File: src/rtl/uart_pkg.sv
// Shared types and constants for the UART receive path.
// Optional build macro: RX_MAJORITY_EN (3-tap majority sampling).
package uart_pkg;

    localparam int DATA_BITS = 8;
    localparam int MIN_DIV   = 4;
    localparam int STOP_BITS = 1;

    typedef enum logic [1:0] {
        IDLE,
        START,
        DATA,
        STOP
    } rx_state_t;

    // Clamp the programmed bit period so the half-period count never underflows.
    function automatic logic [31:0] eff_div(input logic [31:0] div);
        return (div < 32'(MIN_DIV)) ? 32'(MIN_DIV) : div;
    endfunction

endpackage

File: src/rtl/uart_rx_sync.sv
// Two-flop synchroniser for the raw rx line, plus an optional 3-tap majority voter.
// Optional build macro: RX_MAJORITY_EN.
module uart_rx_sync (
    input  logic clk,
    input  logic rst,
    input  logic rx_line,
    output logic rx_s,
    output logic vote
);

    logic [1:0] sync_q;

    always_ff @(posedge clk or posedge rst) begin
        if (rst) begin
            sync_q <= 2'b11;
        end else begin
            sync_q <= {sync_q[0], rx_line};
        end
    end

    assign rx_s = sync_q[1];

`ifdef RX_MAJORITY_EN
    // hist_q holds rx_s from the two previous cycles, so the vote spans mid-1..mid+1.
    logic [1:0] hist_q;

    always_ff @(posedge clk or posedge rst) begin
        if (rst) begin
            hist_q <= 2'b11;
        end else begin
            hist_q <= {hist_q[0], rx_s};
        end
    end

    assign vote = (rx_s & hist_q[0]) | (rx_s & hist_q[1]) | (hist_q[0] & hist_q[1]);
`else
    assign vote = rx_s;
`endif

endmodule

File: src/rtl/uart_rx_frontend.sv
// 8N1 UART receiver: oversampled start detection, LSB-first deserialiser, irq/busy/frame-error status.
// Optional build macro: RX_MAJORITY_EN (2-of-3 majority per sample, decision one cycle later).
module uart_rx_frontend
    import uart_pkg::*;
(
    input  logic        clk,
    input  logic        rst,
    input  logic        i_rx_line,
    input  logic [31:0] i_clk_div,
    input  logic        i_rx_finish,
    output logic [7:0]  o_rx_data,
    output logic        o_irq,
    output logic        o_rx_busy,
    output logic        o_frame_err
);

    rx_state_t   state_q, state_d;
    logic [31:0] div_q;
    logic [31:0] cnt_q;
    logic [31:0] eff;
    logic [31:0] start_load;
    logic [2:0]  bit_q;
    logic [7:0]  shift_q;
    logic        rx_s;
    logic        smp;
    logic        tick;
    logic        start_det;
    logic        shift_en;
    logic        good;
    logic        bad;

    uart_rx_sync u_sync (
        .clk     (clk),
        .rst     (rst),
        .rx_line (i_rx_line),
        .rx_s    (rx_s),
        .vote    (smp)
    );

    assign eff = eff_div(i_clk_div);
`ifdef RX_MAJORITY_EN
    assign start_load = eff >> 1;
`else
    assign start_load = (eff >> 1) - 32'd1;
`endif

    assign tick      = (cnt_q == 32'd0);
    assign o_rx_busy = (state_q != IDLE);

    always_comb begin
        state_d   = state_q;
        start_det = 1'b0;
        shift_en  = 1'b0;
        good      = 1'b0;
        bad       = 1'b0;
        case (state_q)
            IDLE: begin
                if (!rx_s) begin
                    state_d   = START;
                    start_det = 1'b1;
                end
            end
            START: begin
                if (tick) state_d = smp ? IDLE : DATA;
            end
            DATA: begin
                if (tick) begin
                    shift_en = 1'b1;
                    if (bit_q == 3'(DATA_BITS - 1)) state_d = STOP;
                end
            end
            STOP: begin
                if (tick) begin
                    state_d = IDLE;
                    good    = smp;
                    bad     = !smp;
                end
            end
            default: state_d = IDLE;
        endcase
    end

    always_ff @(posedge clk or posedge rst) begin
        if (rst) begin
            state_q <= IDLE;
        end else begin
            state_q <= state_d;
        end
    end

    // Counter reloads on every sample; div_q is frozen for the whole frame.
    always_ff @(posedge clk or posedge rst) begin
        if (rst) begin
            div_q   <= 32'd0;
            cnt_q   <= 32'd0;
            bit_q   <= 3'd0;
            shift_q <= 8'd0;
        end else begin
            if (start_det) begin
                div_q <= eff;
                cnt_q <= start_load;
                bit_q <= 3'd0;
            end else if (state_q != IDLE) begin
                cnt_q <= tick ? (div_q - 32'd1) : (cnt_q - 32'd1);
            end
            if (shift_en) begin
                shift_q <= {smp, shift_q[7:1]};
                bit_q   <= bit_q + 3'd1;
            end
        end
    end

    always_ff @(posedge clk or posedge rst) begin
        if (rst) begin
            o_rx_data   <= 8'd0;
            o_irq       <= 1'b0;
            o_frame_err <= 1'b0;
        end else begin
            o_irq <= good;
            if (good) o_rx_data <= shift_q;
            if (bad) begin
                o_frame_err <= 1'b1;
            end else if (i_rx_finish || start_det) begin
                o_frame_err <= 1'b0;
            end
        end
    end

endmodule

File: config.mk
export PLATFORM = sky130hd
export DESIGN_NAME = uart_rx_frontend
export DESIGN_NICKNAME = d
export VERILOG_FILES = /design/src/rtl/uart_pkg.sv /design/src/rtl/uart_rx_sync.sv /design/src/rtl/uart_rx_frontend.sv
export SDC_FILE = /design/constraint.sdc
export NUM_CORES = 1
export LEC_CHECK = 0
export CAP_MARGIN = 15
export CORE_AREA = 2 2 94 96
export DETAILED_ROUTE_END_ITERATION = 7
export DIE_AREA = 0 0 96 98
export PLACE_DENSITY = 0.8
export SYNTH_ARGS = -nofsm -noshare
export SYNTH_HDL_FRONTEND = slang
export SYNTH_SLANG_ARGS = --single-unit
File: constraint.sdc
create_clock -name clk -period 3.9 [get_ports clk]
set_input_delay 0.78 -clock clk [delete_from_list [all_inputs] [get_ports clk]]
set_output_delay 0.78 -clock clk [all_outputs]
set_load 0.01 [all_outputs]
* Word-level counts from Yosys, hierarchy flattened *
Cells that the tools add are included.

storage, ports and cells
  flip-flop bits (word level) = 89
  latch bits = 0
  memory bits (writable) = 0
  bits in read-only memories = 0
  memories kept = 0
  output and inout bits = 11

cells by class
  bitwise operators = 0
  add/sub/neg operators = 4
  reductions and logical operators = 9
  divide/modulo/power cells = 0
  equality and inequality tests = 9
  shift-type cells = 0
  magnitude comparators = 1
  multipliers = 0
  multiplexer cells = 23

operator list
  kind                                                  count
  2-to-1 mux 32 bit                                     4
  subtractor 32 x 1 -> 32 bit (second input constant)   2
  logical NOT 32 bit                                    1
  < comparator 32 x 3 -> 1 bit (second input constant)  1
  subtractor 31 x 1 -> 32 bit (second input constant)   1
  2-to-1 mux 2 bit                                      6
  2-to-1 mux 1 bit                                      10
  != test 2 bit (second input constant)                 5
  case mux 2 bit (4 select lines)                       1
  nonzero test 2 bit                                    4
  2-to-1 mux 3 bit                                      2
  AND reduction 5 bit                                   1
  == test 2 bit (second input constant)                 2
  adder 3 x 1 -> 3 bit (second input constant)          1
  == test 3 bit (second input constant)                 1
  == test 2 x 1 -> 1 bit (second input constant)        1
  logical NOT 2 bit                                     1
  logical NOT 1 bit                                     1
  logical OR 1 bit                                      1

* Logic depth before layout (Yosys ltp) *
  word-level depth = 5
  gate-level depth with buffers = 12

* By module *
A second synthesis with hierarchy kept.

second synthesis, totals
  cell total of the unflattened synthesis = 527
  area, all modules = 4623.2 um^2

by module, submodules not included
  module            times used  area an instance (um^2)  cells each
  uart_rx_frontend  1           4559.4                   523
  uart_rx_sync      1           63.8                     4

* Worst setup path after synthesis *
OpenSTA, ideal clock, no wires.

  path kind = input to register
  start point = input port i_clk_div[26]
  end point = register cnt_q[26]
  setup time = 0.130 ns
  buffers on the path = 0
  path slack = 0.875 ns
  required time = 3.770 ns
  data arrival time = 2.895 ns
  cell stages on the path = 10
  cell sequence = nor4_1 -> nand4_1 -> o21a_1 -> a222oi_1 -> ha_1 -> inv_1 -> nor3_4 -> nand4_1 -> xnor2_1 -> o21ai_1

between the ends
  longest elaborated chain between the ends = 4

ends and longest elaborated chain
  what                           RTL line                 text
  start: declaration             uart_rx_frontend.sv:9    input logic [31:0] i_clk_div,
  < comparator 32 x 3 -> 1 bit   uart_pkg.sv:18           return (div < 32'(MIN_DIV)) ? 32'(MIN_DIV) : div;
  2-to-1 mux 32 bit *            uart_pkg.sv:18
  subtractor 31 x 1 -> 32 bit *  uart_rx_frontend.sv:44   assign start_load = (eff >> 1) - 32'd1;
  2-to-1 mux 32 bit *            uart_rx_frontend.sv:99   if (start_det) begin
  end signal: assignment         uart_rx_frontend.sv:101  cnt_q <= start_load;
  end signal: assignment         uart_rx_frontend.sv:104  cnt_q <= tick ? (div_q - 32'd1) : (cnt_q - 32'd1);
  end: declaration               uart_rx_frontend.sv:19   logic [31:0] cnt_q;

Mark *: on every way between the ends. The rest lies on a longest branch, timed or not.
A chain may end at the register's enable or synchronous reset.

* Worst setup path in the final report *
  start point = input port i_clk_div[31]
  end point = register cnt_q[27]

between the ends
  longest elaborated chain between the ends = 4

ends and longest elaborated chain
  what                          RTL line
  < comparator 32 x 3 -> 1 bit  uart_pkg.sv:18
  2-to-1 mux 32 bit             uart_pkg.sv:18
  subtractor 31 x 1 -> 32 bit   uart_rx_frontend.sv:44
  2-to-1 mux 32 bit             uart_rx_frontend.sv:99

Every way passes these cells.

==> results.toml <==
[worst_setup_path]
path_max_fanout = 5
endpoint_kind = "flip-flop"
worst-setup-path-type = "in2reg"
cp.required_ns = 4.10
cp_top_family = "simple AND/OR/NAND/NOR gates"
worstSetupStartpointType = "primary input"
cp_cell_sequence = "clkdlybuf4s50_1 -> nor4_1 -> nand4_1 -> o21a_1 -> a222oi_1 -> buf_4 -> nand2_2 -> nor3_4 -> buf_4 -> nand3_1 -> xnor2_1 -> a21oi_1"
cp_slowest_stage_delay_ns = 0.48
cp_data_arrival_time_ns = 3.64
cpMostUsedCell = "buf_4"
crit_buf_inv = 3
cpMaxStageDelayCell = "nor4_1"

[drt]
vias = 4036
drc_errors = 0
wirelength_mm = 11.8
wire_per_inst_microns = 17.3
ant_nets = 0
first_iter_violations = 309
firstDrtPassIters = 5
viasPerCell = 5.90

[final_layout]
fin_nets = 610
fin_cells = 684
drive_gt1_frac = 0.115
n_antenna_cell = 0
syn2layout_area_growth_pct = 17.5
nFillCells = 684
design_area_sq_um = 5510

[placed_design]
place_inst = 668
dp_hpwl_mm = 8.23
portBuffers = 46
globalplace.congestion = 1.00
dpl_cell_area_sq_um = 5310

[logic_synthesis]
synthDistinctLibCells = 49
ys.flop_type = "dfrtp_1"
synth_common_cells = "nand2_1 (145), dfrtp_1 (87), o21ai_0 (37)"
synth_edf_count = 0
synth_top_cell_area_share = 0.464
synth.avg_cell_area_sq_um = 8.94
ys_ff_latch = 89
yosysMostFrequentCell = "nand2_1"
yosysSeqAreaShare = 0.476
netlist_area_sq_um = 4690
yosysTopAreaCell = "dfrtp_1"
synth_nets = 563
synth.area.top_cells = "dfrtp_1 (46%), nand2_1 (12%), mux2_2 (4.3%)"
async_reset_ff_frac = 1.00
yosys_warnings = 0
synthCells = 524

[sta]
slew_headroom = 0.394
setup_tns_ns = 0
period_share = 0.883
finClkSkew_ns = 0.00770
worst_slew_pin_slew_ns = 0.906
final_hold_viol_count = 0
fin_crit_ns = 3.44
rsz0062_at_grt = "no"
fmax_mhz = 291
setup_viol = 0
drv_slew = 0

[clock_tree]
path_clk_slew_ns = 0.09
cts.sinks = 89
cts_root_buf = "clkbuf_8"
cts_resized = 0
clk-insertion-delay-late_ns = 0.36
post_cts_hold_buffer_count = 0
numCtsBuffers = 9
postCtsSetupBuffers = 0
clock_path_buffers = 2
cts_tree = "yes"
htreeDepth = 3

[min_path]
worstHoldPathType = "reg2reg"

[global_route]
antenna_found_initial = 0
grt_overflow_total = 0
grt_max_degree = 57
grt_usage = 0.273
grt_pass1_wl_mm = 20.0
grt_pass1_vias = 4065

[pwr]
power_leakage_nw = 2.46
peakVddDrop_mv = 0.248
power.density_nw_per_um2 = 388

[job]
timing.max_cap.violations = 0

[floorplanning]
std_cell_rows = 34
die-area_sq_um = 9410
core_sq_um = 8470
start_util = 0.554
die_h_microns = 98
die_w_microns = 96
io_pins = 47

[status]
status = "completed"
-- report_power, final --
| part | internal (W) | switching (W) |
|---|---|---|
| Clock | 0.000315 | 0.000334 |
| Sequential | 0.00101 | 0.0000814 |
| Combinational | 0.000188 | 0.000214 |
-- layout make-up --
| class | count | area [sq um] | area share |
|---|---|---|---|
| well taps | 108 | 135 | 0.0245 |
| multi-input cells | 401 | 2310 | 0.419 |
| inverters | 8 | 31.3 | 0.00568 |
| clock buffers | 12 | 145 | 0.0264 |
| clock inverters | 4 | 52.6 | 0.00954 |
| repair buffers | 62 | 606 | 0.110 |
| flip-flops and latches | 89 | 2230 | 0.405 |
-- logic make-up after synthesis --
logic type      Yosys count  share of synthesized area
xor+xnor                 24                     0.0448
compound gates          115                      0.156
flops                    89                      0.476
buf+inv                  34                     0.0331
fa+ha+maj                 3                    0.00801
mux                      19                     0.0454
simple gates            240                      0.237
-- metal layers --
metal | vias to the layer above | GRT usage | routed length, microns
met5 | - | 0 | 0
met4 | 0 | 0.0791 | 201
met3 | 22 | 0.0532 | 848
met2 | 165 | 0.434 | 5760
met1 | 1940 | 0.381 | 5020
li1 | 1909 | - | -
-- through the flow --
step	util	setup WS [ns]	power, W	hold WS (ns)
6_report	0.650	0.458	0.00214	0.370
5_1_grt	0.650	0.250	0.00224	0.383
4_1_cts	0.650	0.471	0.00214	0.379
3_5_place_dp	0.627	0.113	0.00150	0.351
3_3_place_gp	0.627	0.284	0.00148	0.346
2_1_floorplan	-	0.816	0.00136	0.345
-- registers in the layout, summed over array words and instances (netlist names), named ones only --
register / flops
cnt_q: 32
state_q: 1
bit_q: 3
shift_q: 8
div_q: 32
o_irq: 1
o_rx_data: 8
u_sync.sync_q: 2
o_frame_err: 1
-- cell usage in the layout, fill, tap and decap left out, types with 4 or more instances in the layout --
cell and instances:
dfrtp_1 87, a31oi_1 5, xor2_1 11, o21ai_0 37, nand4_1 8, mux2_2 18, nor3_1 9, nor4_1 15
xnor2_1 13, nand2_1 145, o21a_1 6, o31ai_1 4, inv_1 7, clkdlybuf4s50_1 46, a21o_1 9, nor3_2 4
clkbuf_8 10, buf_4 14, nand3_1 9, nor2_1 31, a21boi_0 8, a21oi_1 24, and2_1 4, o211a_1 8
-- final timing paths --
check / start / to / slack (ns) / cells past startpoint
worst max-delay path: i_clk_div[31] / cnt_q[27] / 0.46 / 12
worst min-delay path: u_sync.sync_q[0] / u_sync.sync_q[1] / 0.37 / 0
worst max register to register: flip-flop / cnt_q[28] / 0.67 / 9
worst min register to register: u_sync.sync_q[0] / u_sync.sync_q[1] / 0.37 / 0
max in group asynchronous: rst / cnt_q[27] / 2.19 / 3
min in group asynchronous: rst / div_q[1] / 0.84 / 2
-- worst register-to-register path, stage by stage, from the launching register on --
cell and delay, ns:
dfrtp_1 0.47, or3_4 0.65, buf_4 0.29, or3_1 0.32, o31ai_1 0.09, o211ai_2 0.22
nor4_4 0.60, nand4_1 0.21, xor2_1 0.19, o21ai_1 0.14
Note: power is estimated with default switching activity, not from simulation.
